$ cat src/rtl/rotate_iter_pkg.sv
// Shared state encoding and direction constants for the iterative rotator.
package rotate_iter_pkg;

  typedef enum logic [1:0] {
    ST_IDLE = 2'd0,
    ST_ROT  = 2'd1,
    ST_DONE = 2'd2
  } state_t;

  // Direction encoding matches the upstream single-step rotator's d input.
  localparam logic ROT_RIGHT = 1'b0;
  localparam logic ROT_LEFT  = 1'b1;

endpackage

$ cat src/rtl/rotate_iter_step.sv
// Combinational one-position rotate; with ROTATE_ITER_SHIFT_EN the vacated bit can be zero-filled.
module rotate_step
  import rotate_iter_pkg::*;
#(
  parameter int WIDTH = 4
) (
  input  logic [WIDTH-1:0] data,
  input  logic             dir,
`ifdef ROTATE_ITER_SHIFT_EN
  input  logic             shift,
`endif
  output logic [WIDTH-1:0] result
);

  logic w_wrap;
  logic w_fill;

  assign w_wrap = (dir == ROT_LEFT) ? data[WIDTH-1] : data[0];

`ifdef ROTATE_ITER_SHIFT_EN
  assign w_fill = shift ? 1'b0 : w_wrap;
`else
  assign w_fill = w_wrap;
`endif

  assign result = (dir == ROT_LEFT) ? {data[WIDTH-2:0], w_fill}
                                    : {w_fill, data[WIDTH-1:1]};

endmodule

$ cat src/rtl/rotate_iter.sv
// Iterative multi-position rotator: one single-position step per clock, valid/ready on both sides.
// Optional ROTATE_ITER_SHIFT_EN adds in_shift for logical-shift operations.
module rotate_iter
  import rotate_iter_pkg::*;
#(
  parameter int WIDTH = 4,
  parameter int CNT_W = $clog2(WIDTH)
) (
  input  logic             clk,
  input  logic             rst,
  input  logic             in_valid,
  output logic             in_ready,
  input  logic [WIDTH-1:0] in_data,
  input  logic             in_dir,
  input  logic [CNT_W-1:0] in_amt,
`ifdef ROTATE_ITER_SHIFT_EN
  input  logic             in_shift,
`endif
  output logic             out_valid,
  input  logic             out_ready,
  output logic [WIDTH-1:0] out_data,
  output logic             busy
);

  state_t           r_state;
  state_t           w_next;
  logic [WIDTH-1:0] r_data;
  logic             r_dir;
  logic [CNT_W-1:0] r_count;
  logic [WIDTH-1:0] w_step;
`ifdef ROTATE_ITER_SHIFT_EN
  logic             r_shift;
`endif

  rotate_step #(.WIDTH(WIDTH)) u_step (
    .data   (r_data),
    .dir    (r_dir),
`ifdef ROTATE_ITER_SHIFT_EN
    .shift  (r_shift),
`endif
    .result (w_step)
  );

  always_ff @(posedge clk) begin
    if (rst) begin
      r_state <= ST_IDLE;
      r_data  <= '0;
      r_dir   <= ROT_RIGHT;
      r_count <= '0;
`ifdef ROTATE_ITER_SHIFT_EN
      r_shift <= 1'b0;
`endif
    end else begin
      r_state <= w_next;
      if (r_state == ST_IDLE && in_valid) begin
        r_data  <= in_data;
        r_dir   <= in_dir;
        r_count <= in_amt;
`ifdef ROTATE_ITER_SHIFT_EN
        r_shift <= in_shift;
`endif
      end else if (r_state == ST_ROT) begin
        r_data  <= w_step;
        r_count <= r_count - 1'b1;
      end
    end
  end

  // A zero amount skips ROT entirely so the result appears right after acceptance.
  always_comb begin
    w_next    = r_state;
    in_ready  = 1'b0;
    out_valid = 1'b0;
    busy      = 1'b0;
    case (r_state)
      ST_IDLE: begin
        in_ready = 1'b1;
        if (in_valid)
          w_next = (in_amt != '0) ? ST_ROT : ST_DONE;
      end
      ST_ROT: begin
        busy = 1'b1;
        if (r_count == CNT_W'(1))
          w_next = ST_DONE;
      end
      ST_DONE: begin
        busy      = 1'b1;
        out_valid = 1'b1;
        if (out_ready)
          w_next = ST_IDLE;
      end
      default: w_next = ST_IDLE;
    endcase
  end

  assign out_data = r_data;

endmodule

$ cat config.mk
export PLATFORM = sky130hd
export DESIGN_NAME = rotate_iter
export DESIGN_NICKNAME = d
export VERILOG_FILES = /design/src/rtl/rotate_iter_pkg.sv /design/src/rtl/rotate_iter_step.sv /design/src/rtl/rotate_iter.sv
export SDC_FILE = /design/constraint.sdc
export NUM_CORES = 1
export LEC_CHECK = 0
export BUFFER_PORTS_ARGS = -buffer_cell sky130_fd_sc_hd__buf_2
export CAP_MARGIN = 20
export CELL_PAD_IN_SITES_DETAIL_PLACEMENT = 0
export CELL_PAD_IN_SITES_GLOBAL_PLACEMENT = 1
export CORE_ASPECT_RATIO = 0.75
export CORE_UTILIZATION = 31
export DETAILED_ROUTE_END_ITERATION = 7
export MAX_ROUTING_LAYER = met4
export PLACE_DENSITY_LB_ADDON = 0.12
export SLEW_MARGIN = 20
export SYNTH_ARGS = -nofsm -noshare
export SYNTH_HDL_FRONTEND = slang
export SYNTH_SLANG_ARGS = --single-unit
$ cat constraint.sdc
create_clock -name clk -period 1.4 [get_ports clk]
set_input_delay 0.14 -clock clk [delete_from_list [all_inputs] [get_ports clk]]
set_output_delay 0.14 -clock clk [all_outputs]
set_load 0.005 [all_outputs]
==> results of run 1 <==
[layout make-up]
class                   count  area, µm²  share of cell area
clock buffers               4      26.28             0.03312
inverters                   7      31.28             0.03943
multi-input cells          47      369.1              0.4653
well taps                  21      26.28             0.03312
flip-flops and latches      9      187.7              0.2366
repair buffers             26      152.6              0.1924
[sequential cells by signal (all words and copies together) (netlist names)]
name / count
out_data: 4
r_count: 2
r_dir: 1
r_state: 2
[power groups by stage]
stage / combinational, µW / clock (µW) / sequential (µW)
CTS: 974 / 213 / 451
global placement: 961 / 0 / 439
floorplan: 614 / 0 / 425
finish: 1060 / 205 / 454
detailed placement: 948 / 0 / 440
global route: 1200 / 231 / 468
[layer usage]
| metal | routed length [µm] | global-route usage |
|---|---|---|
| met5 | 0 | - |
| met4 | 0 | 0.04167 |
| met3 | 100 | 0.06275 |
| met2 | 604 | 0.2664 |
| met1 | 563 | 0.1690 |
[synthesized netlist by cell type (all sizes together), types with 2 or more instances]
library cell / instances
nor2: 8
mux2i: 6
nand2: 8
a21oi: 5
buf: 2
a211oi: 2
clkbuf: 2
inv: 7
a211o: 4
dfxtp: 9
ha: 6
[repair_timing]
| item | in CTS | in global routing |
|---|---|---|
| resized for setup | 4 | 6 |
| pin swaps | 2 | 2 |
| setup buffers | 0 | 2 |
| setup endpoints to repair | 5 | 8 |
[metrics by stage]
step / setup TNS, ps / power [µW] / setup slack, ps / utilization / area [µm²]
2_1_floorplan: -72.14 / 1039 / -72.14 / - / 575.6
3_3_place_gp: -47.42 / 1400 / -47.42 / 0.4579 / 721.9
3_5_place_dp: -112.9 / 1388 / -93.90 / 0.4579 / 721.9
4_1_cts: -105.1 / 1639 / -84.65 / 0.4810 / 758.2
5_1_grt: -306.3 / 1897 / -106.5 / 0.5032 / 793.3
6_report: -94.94 / 1722 / -82.98 / 0.5032 / 793.3
[final timing paths]
kind              slack, ps         end  startpoint
hold reg to reg         500  r_state[1]  r_state[1]
hold / removal          110       r_dir      in_dir
setup reg to reg        -80  r_state[0]  r_state[1]
setup / recovery        -80  r_state[0]  r_state[1]
[critical path: stages, from the launching register on]
cell and delay [ps]:
dfxtp_4 370, inv_4 50, ha_4 150, a222oi_1 340
buf_4 180, mux2_4 290
[kinds of logic (layout without fill, tap and decap cells)]
group                      Yosys count  in the layout  synth area share
AOI/OAI and AO/OA                   14             14            0.1771
xor gates and xnor gates             1              1           0.01570
adders and majority gates            6              6            0.1345
buffers and inverters               11             37           0.07849
DFF                                  9              9            0.3229
muxes                                7              7            0.1278
and+or+nand+nor                     19             19            0.1435
==> flow_metrics.tcl, run 1 <==
set metrics [dict create \
    gp_congestion 0.7858 \
    finalNonFillerCells 114 \
    setup_ws_ps -82.98 \
    htreeDepth 1 \
    antenna_found_initial 0 \
    worst_setup_path_end_kind "flip-flop" \
    placed_cells 108 \
    viasPerCell 4.877 \
    final_cell_mix "buf_2, buf_4, nor2_1, nand2_1, dfxtp_1" \
    path_clk_slew_ps 60 \
    rsz0062_at_grt "yes" \
    critPathMaxFanout 4 \
    hold_ws_ps 111.3 \
    die_h_um 38.75 \
    synth_enable_flop_cells 0 \
    start_util 0.3540 \
    die_area_um2 1976 \
    root_buffer "clkbuf_4" \
    slew_headroom 0.8078 \
    holdBufCountCts 0 \
    fin_crit_ps 1483 \
    fin_nets 111 \
    final_common_cell "buf_2" \
    swShare 0.3835 \
    ant_nets 0 \
    drc 0 \
    io_buffers 17 \
    grt_remaining_overflow 0 \
    diodes 0 \
    syn-num-nets 84 \
    clockPowerShare 0.119 \
    p_seq_frac 0.263 \
    drv_slew 0 \
    grt_pass1_vias 491 \
    maxCapViolCount 0 \
    syn_inst 67 \
    die_w_um 50.99 \
    grt_first_pass_wirelength_um 2104 \
    area_growth_pct 42.15 \
    cts_tree "built" \
    yosysWarnings 0 \
    vias 556 \
    drt_iter0_drc 15 \
    dp_hpwl_um 919.9 \
    ys_seq_elements 9 \
    synthTopCellsByArea "dfxtp_1, ha_1, mux2i_1, a211o_1, nand2_1" \
    power_density_nw_per_um2 2171 \
    yosys.area.top_type "dfxtp_1" \
    critPathRequiredTime_ps 1550 \
    drive_gt1_frac 0.4301 \
    io_pins 18 \
    dr.pass1.iters 4 \
    synthArstFlopShare 0 \
    synth-main-ff-cell "dfxtp_1" \
    insertion_delay_ps 260 \
    synth_cell_types 19 \
    hold_path_class "in -> reg" \
    comb_power_share 0.617 \
    failed_checks "negative setup slack" \
    reg2reg_depth 5 \
    nFillCells 156 \
    critPathLaunchType "flip-flop" \
    ys_seq_area_frac 0.3229 \
    synth_area_um2 558.0 \
    outcome "finished, violations left" \
    min_path_cells 3 \
    clock_path_buffers 2 \
    p_leak_uw 0.0003613 \
    wire_per_inst_um 11.11 \
    max_freq_mhz 674.3 \
    row_count 12 \
    p_int_uw 1062 \
    drt_wl_total_um 1267 \
    cp_data_arrival_time_ps 1630 \
    finalClockSkew_ps 2.668 \
    postSynthAreaPerCell_um2 8.329 \
    period_share 1.059 \
    cts_sinks 9 \
    finalSetupViolCount 2 \
    p_sw_uw 660.6 \
    worst-setup-path-type "reg -> reg" \
    vdd_drop_max_mv 1.099 \
    cts_made_buffers 3 \
    track_usage 0.1551 \
    synth_top_area_frac 0.3229 \
    hold_viol 0 \
    coreArea_um2 1577 \
    worstMarginPinSlew_ps 288.2 \
    grt_start_max_net_pins 13 \
]
Power figures use the tool's default switching activity.
==> run 2, diff against run 1 <==
Settings changed: CORE_UTILIZATION 31 to 32, GPL_TIMING_DRIVEN from default to 0, SYNTH_HIERARCHICAL from default to 1.
==> run 2 against run 1 <==
Against the previous run: the flow still finishes with violations (negative setup slack); cell count fell by 9.6%; global-route usage rose by 1.9 points; core utilization fell by 0.48 points; first-iteration DRC count fell by 53%; critical endpoint unchanged; largest cell class unchanged; highest routed layer is now met4.
==> flow_metrics.tcl, run 2 <==
set metrics [dict create \
    outcome "finished, violations left" \
    postSynthAreaPerCell_um2 9.447 \
    yosysMostFrequentCell "dfxtp_1" \
    synthTopCellsByArea "dfxtp_1, ha_1, mux2i_1, a211oi_1, mux2_2" \
    yosys-top-cells-count "dfxtp_1, a211oi_1, ha_1, nor2_1, mux2i_1" \
    drt_iter0_drc 7 \
    die_w_um 50.60 \
    antenna_found_initial 0 \
    p_seq_frac 0.290 \
    drt_wl_total_um 1335 \
    setup_ws_ps -33.89 \
    maxCapViolCount 0 \
    holdBufCountCts 0 \
    path_clk_slew_ps 70 \
    gp_congestion 0.7032 \
    hold_path_class "in -> reg" \
    power_density_nw_per_um2 2042 \
    critPathMaxFanout 4 \
    insertion_delay_ps 270 \
    p_int_uw 974.3 \
    largest_reg_flops 4 \
    p_sw_uw 614.5 \
    cts_tree "built" \
    yosysWarnings 6 \
    htreeDepth 1 \
    p_leak_uw 0.0003302 \
    start_util 0.3630 \
    failed_checks "negative setup slack" \
    ant_nets 0 \
    die_h_um 38.45 \
    syn-num-nets 77 \
    critPathRequiredTime_ps 1600 \
    clockPowerShare 0.131 \
    diodes 0 \
    drv_slew 0 \
    row_count 12 \
    final_cell_mix "buf_2, dfxtp_1, nor2_1, a211oi_1, mux2i_1" \
    final_common_cell "buf_2" \
    finalSetupViolCount 2 \
    grt_first_pass_wirelength_um 2249 \
    yosys.area.top_type "dfxtp_1" \
    ys_seq_elements 9 \
    wire_per_inst_um 12.96 \
    die_area_um2 1945 \
    hold_ws_ps 124.6 \
    syn_inst 60 \
    area_growth_pct 37.31 \
    coreArea_um2 1562 \
    fin_crit_ps 1434 \
    clock_path_buffers 2 \
    grt_pass1_vias 483 \
    cp_data_arrival_time_ps 1630 \
    finalNonFillerCells 103 \
    root_buffer "clkbuf_4" \
    swShare 0.3867 \
    max_freq_mhz 697.4 \
    worst_setup_path_end_kind "flip-flop" \
    synth_cell_types 22 \
    grt_remaining_overflow 0 \
    worst-setup-path-type "reg -> reg" \
    drive_gt1_frac 0.4634 \
    vdd_drop_max_mv 0.8932 \
    synth_enable_flop_cells 0 \
    ys_seq_area_frac 0.3179 \
    dr.pass1.iters 3 \
    finalPower_uw 1589 \
    dp_hpwl_um 917 \
    cts_made_buffers 3 \
    synth_area_um2 566.8 \
    drc 0 \
    synth_top_area_frac 0.3179 \
    viasPerCell 4.893 \
    io_buffers 16 \
    placed_cells 97 \
    comb_power_share 0.578 \
    vias 504 \
    track_usage 0.1745 \
    synth-main-ff-cell "dfxtp_1" \
    io_pins 18 \
    grt_start_max_net_pins 11 \
    finalClockSkew_ps 4.339 \
    synthArstFlopShare 0 \
    slew_headroom 0.7958 \
    period_share 1.024 \
    hold_viol 0 \
    critPathLaunchType "flip-flop" \
    cts_sinks 9 \
    worstMarginPinSlew_ps 302.5 \
    tns_ps -65.76 \
    rsz0062_at_grt "yes" \
    fin_nets 100 \
]
==> run 2: worst max-delay path, stage by stage, from the launching register on <==
cell	delay [ps]
dfxtp_4	390
inv_6	50
ha_4	150
nor2b_4	130
or4_1	520
a21oi_1	130
==> run 2: path summary, 6_finish.rpt <==
kind	startpoint	end	slack, ps	cells after the start
setup reg to reg	r_state[0]	r_state[0]	-30	5
hold / removal	in_dir	r_dir	120	3
setup / recovery	r_state[0]	r_state[0]	-30	5
hold reg to reg	r_state[0]	r_state[0]	540	2
==> run 2: stage by stage <==
step | util | instance area (µm²) | worst slack (ps)
2_1_floorplan | - | 574.3 | 5.931
3_3_place_gp | 0.4359 | 680.7 | -53.76
3_5_place_dp | 0.4359 | 680.7 | -75.14
4_1_cts | 0.4888 | 763.2 | -25.79
5_1_grt | 0.4984 | 778.2 | -87.96
6_report | 0.4984 | 778.2 | -33.89
==> run 2: per-layer routing <==
metal | GRT usage | part of all wire | vias to the layer above
met4 | 0.06250 | 0.0082 | 0
li1 | - | - | 263
met3 | 0.08333 | 0.051 | 2
met5 | - | 0 | -
met1 | 0.2108 | 0.51 | 230
met2 | 0.2533 | 0.43 | 9
==> run 2: what timing repair did <==
action / in CTS / in global routing
buffers inserted: 1 / 1
gates resized for setup: 12 / 3
setup endpoints to repair: 2 / 5
pin swaps: 2 / 5
gates cloned: 0 / 0
==> run 2: cell type report <==
| type | count | area, µm² |
|---|---|---|
| Inverter | 4 | 22.52 |
| Buffer | 3 | 23.77 |
| Tap cell | 21 | 26.28 |
| Sequential cell | 9 | 187.7 |
| Fill cell | 155 | 783.3 |
| Multi-Input combinational cell | 44 | 396.6 |
| Timing Repair Buffer | 18 | 95.09 |
| Clock buffer | 4 | 26.28 |
==> run 2: power groups by stage <==
stage | Clock, µW | Sequential [µW] | Combinational [µW]
4_1_cts | 212 | 458 | 871
5_1_grt | 226 | 477 | 1020
3_3_place_gp | 0 | 440 | 747
2_1_floorplan | 0 | 426 | 555
6_report | 208 | 461 | 919
3_5_place_dp | 0 | 440 | 748
==> run 2: logic make-up (layout without fill, tap and decap cells) <==
group,after synthesis,count (layout),share of synthesized area
XOR/XNOR,1,1,0.01546
adder cells (fa/ha/maj),6,6,0.1324
multiplexers,9,9,0.1678
flip-flops,9,9,0.3179
AO/OA/AOI/OAI,13,13,0.1612
AND/OR/NAND/NOR,15,15,0.1479
buffers and inverters,7,29,0.05739
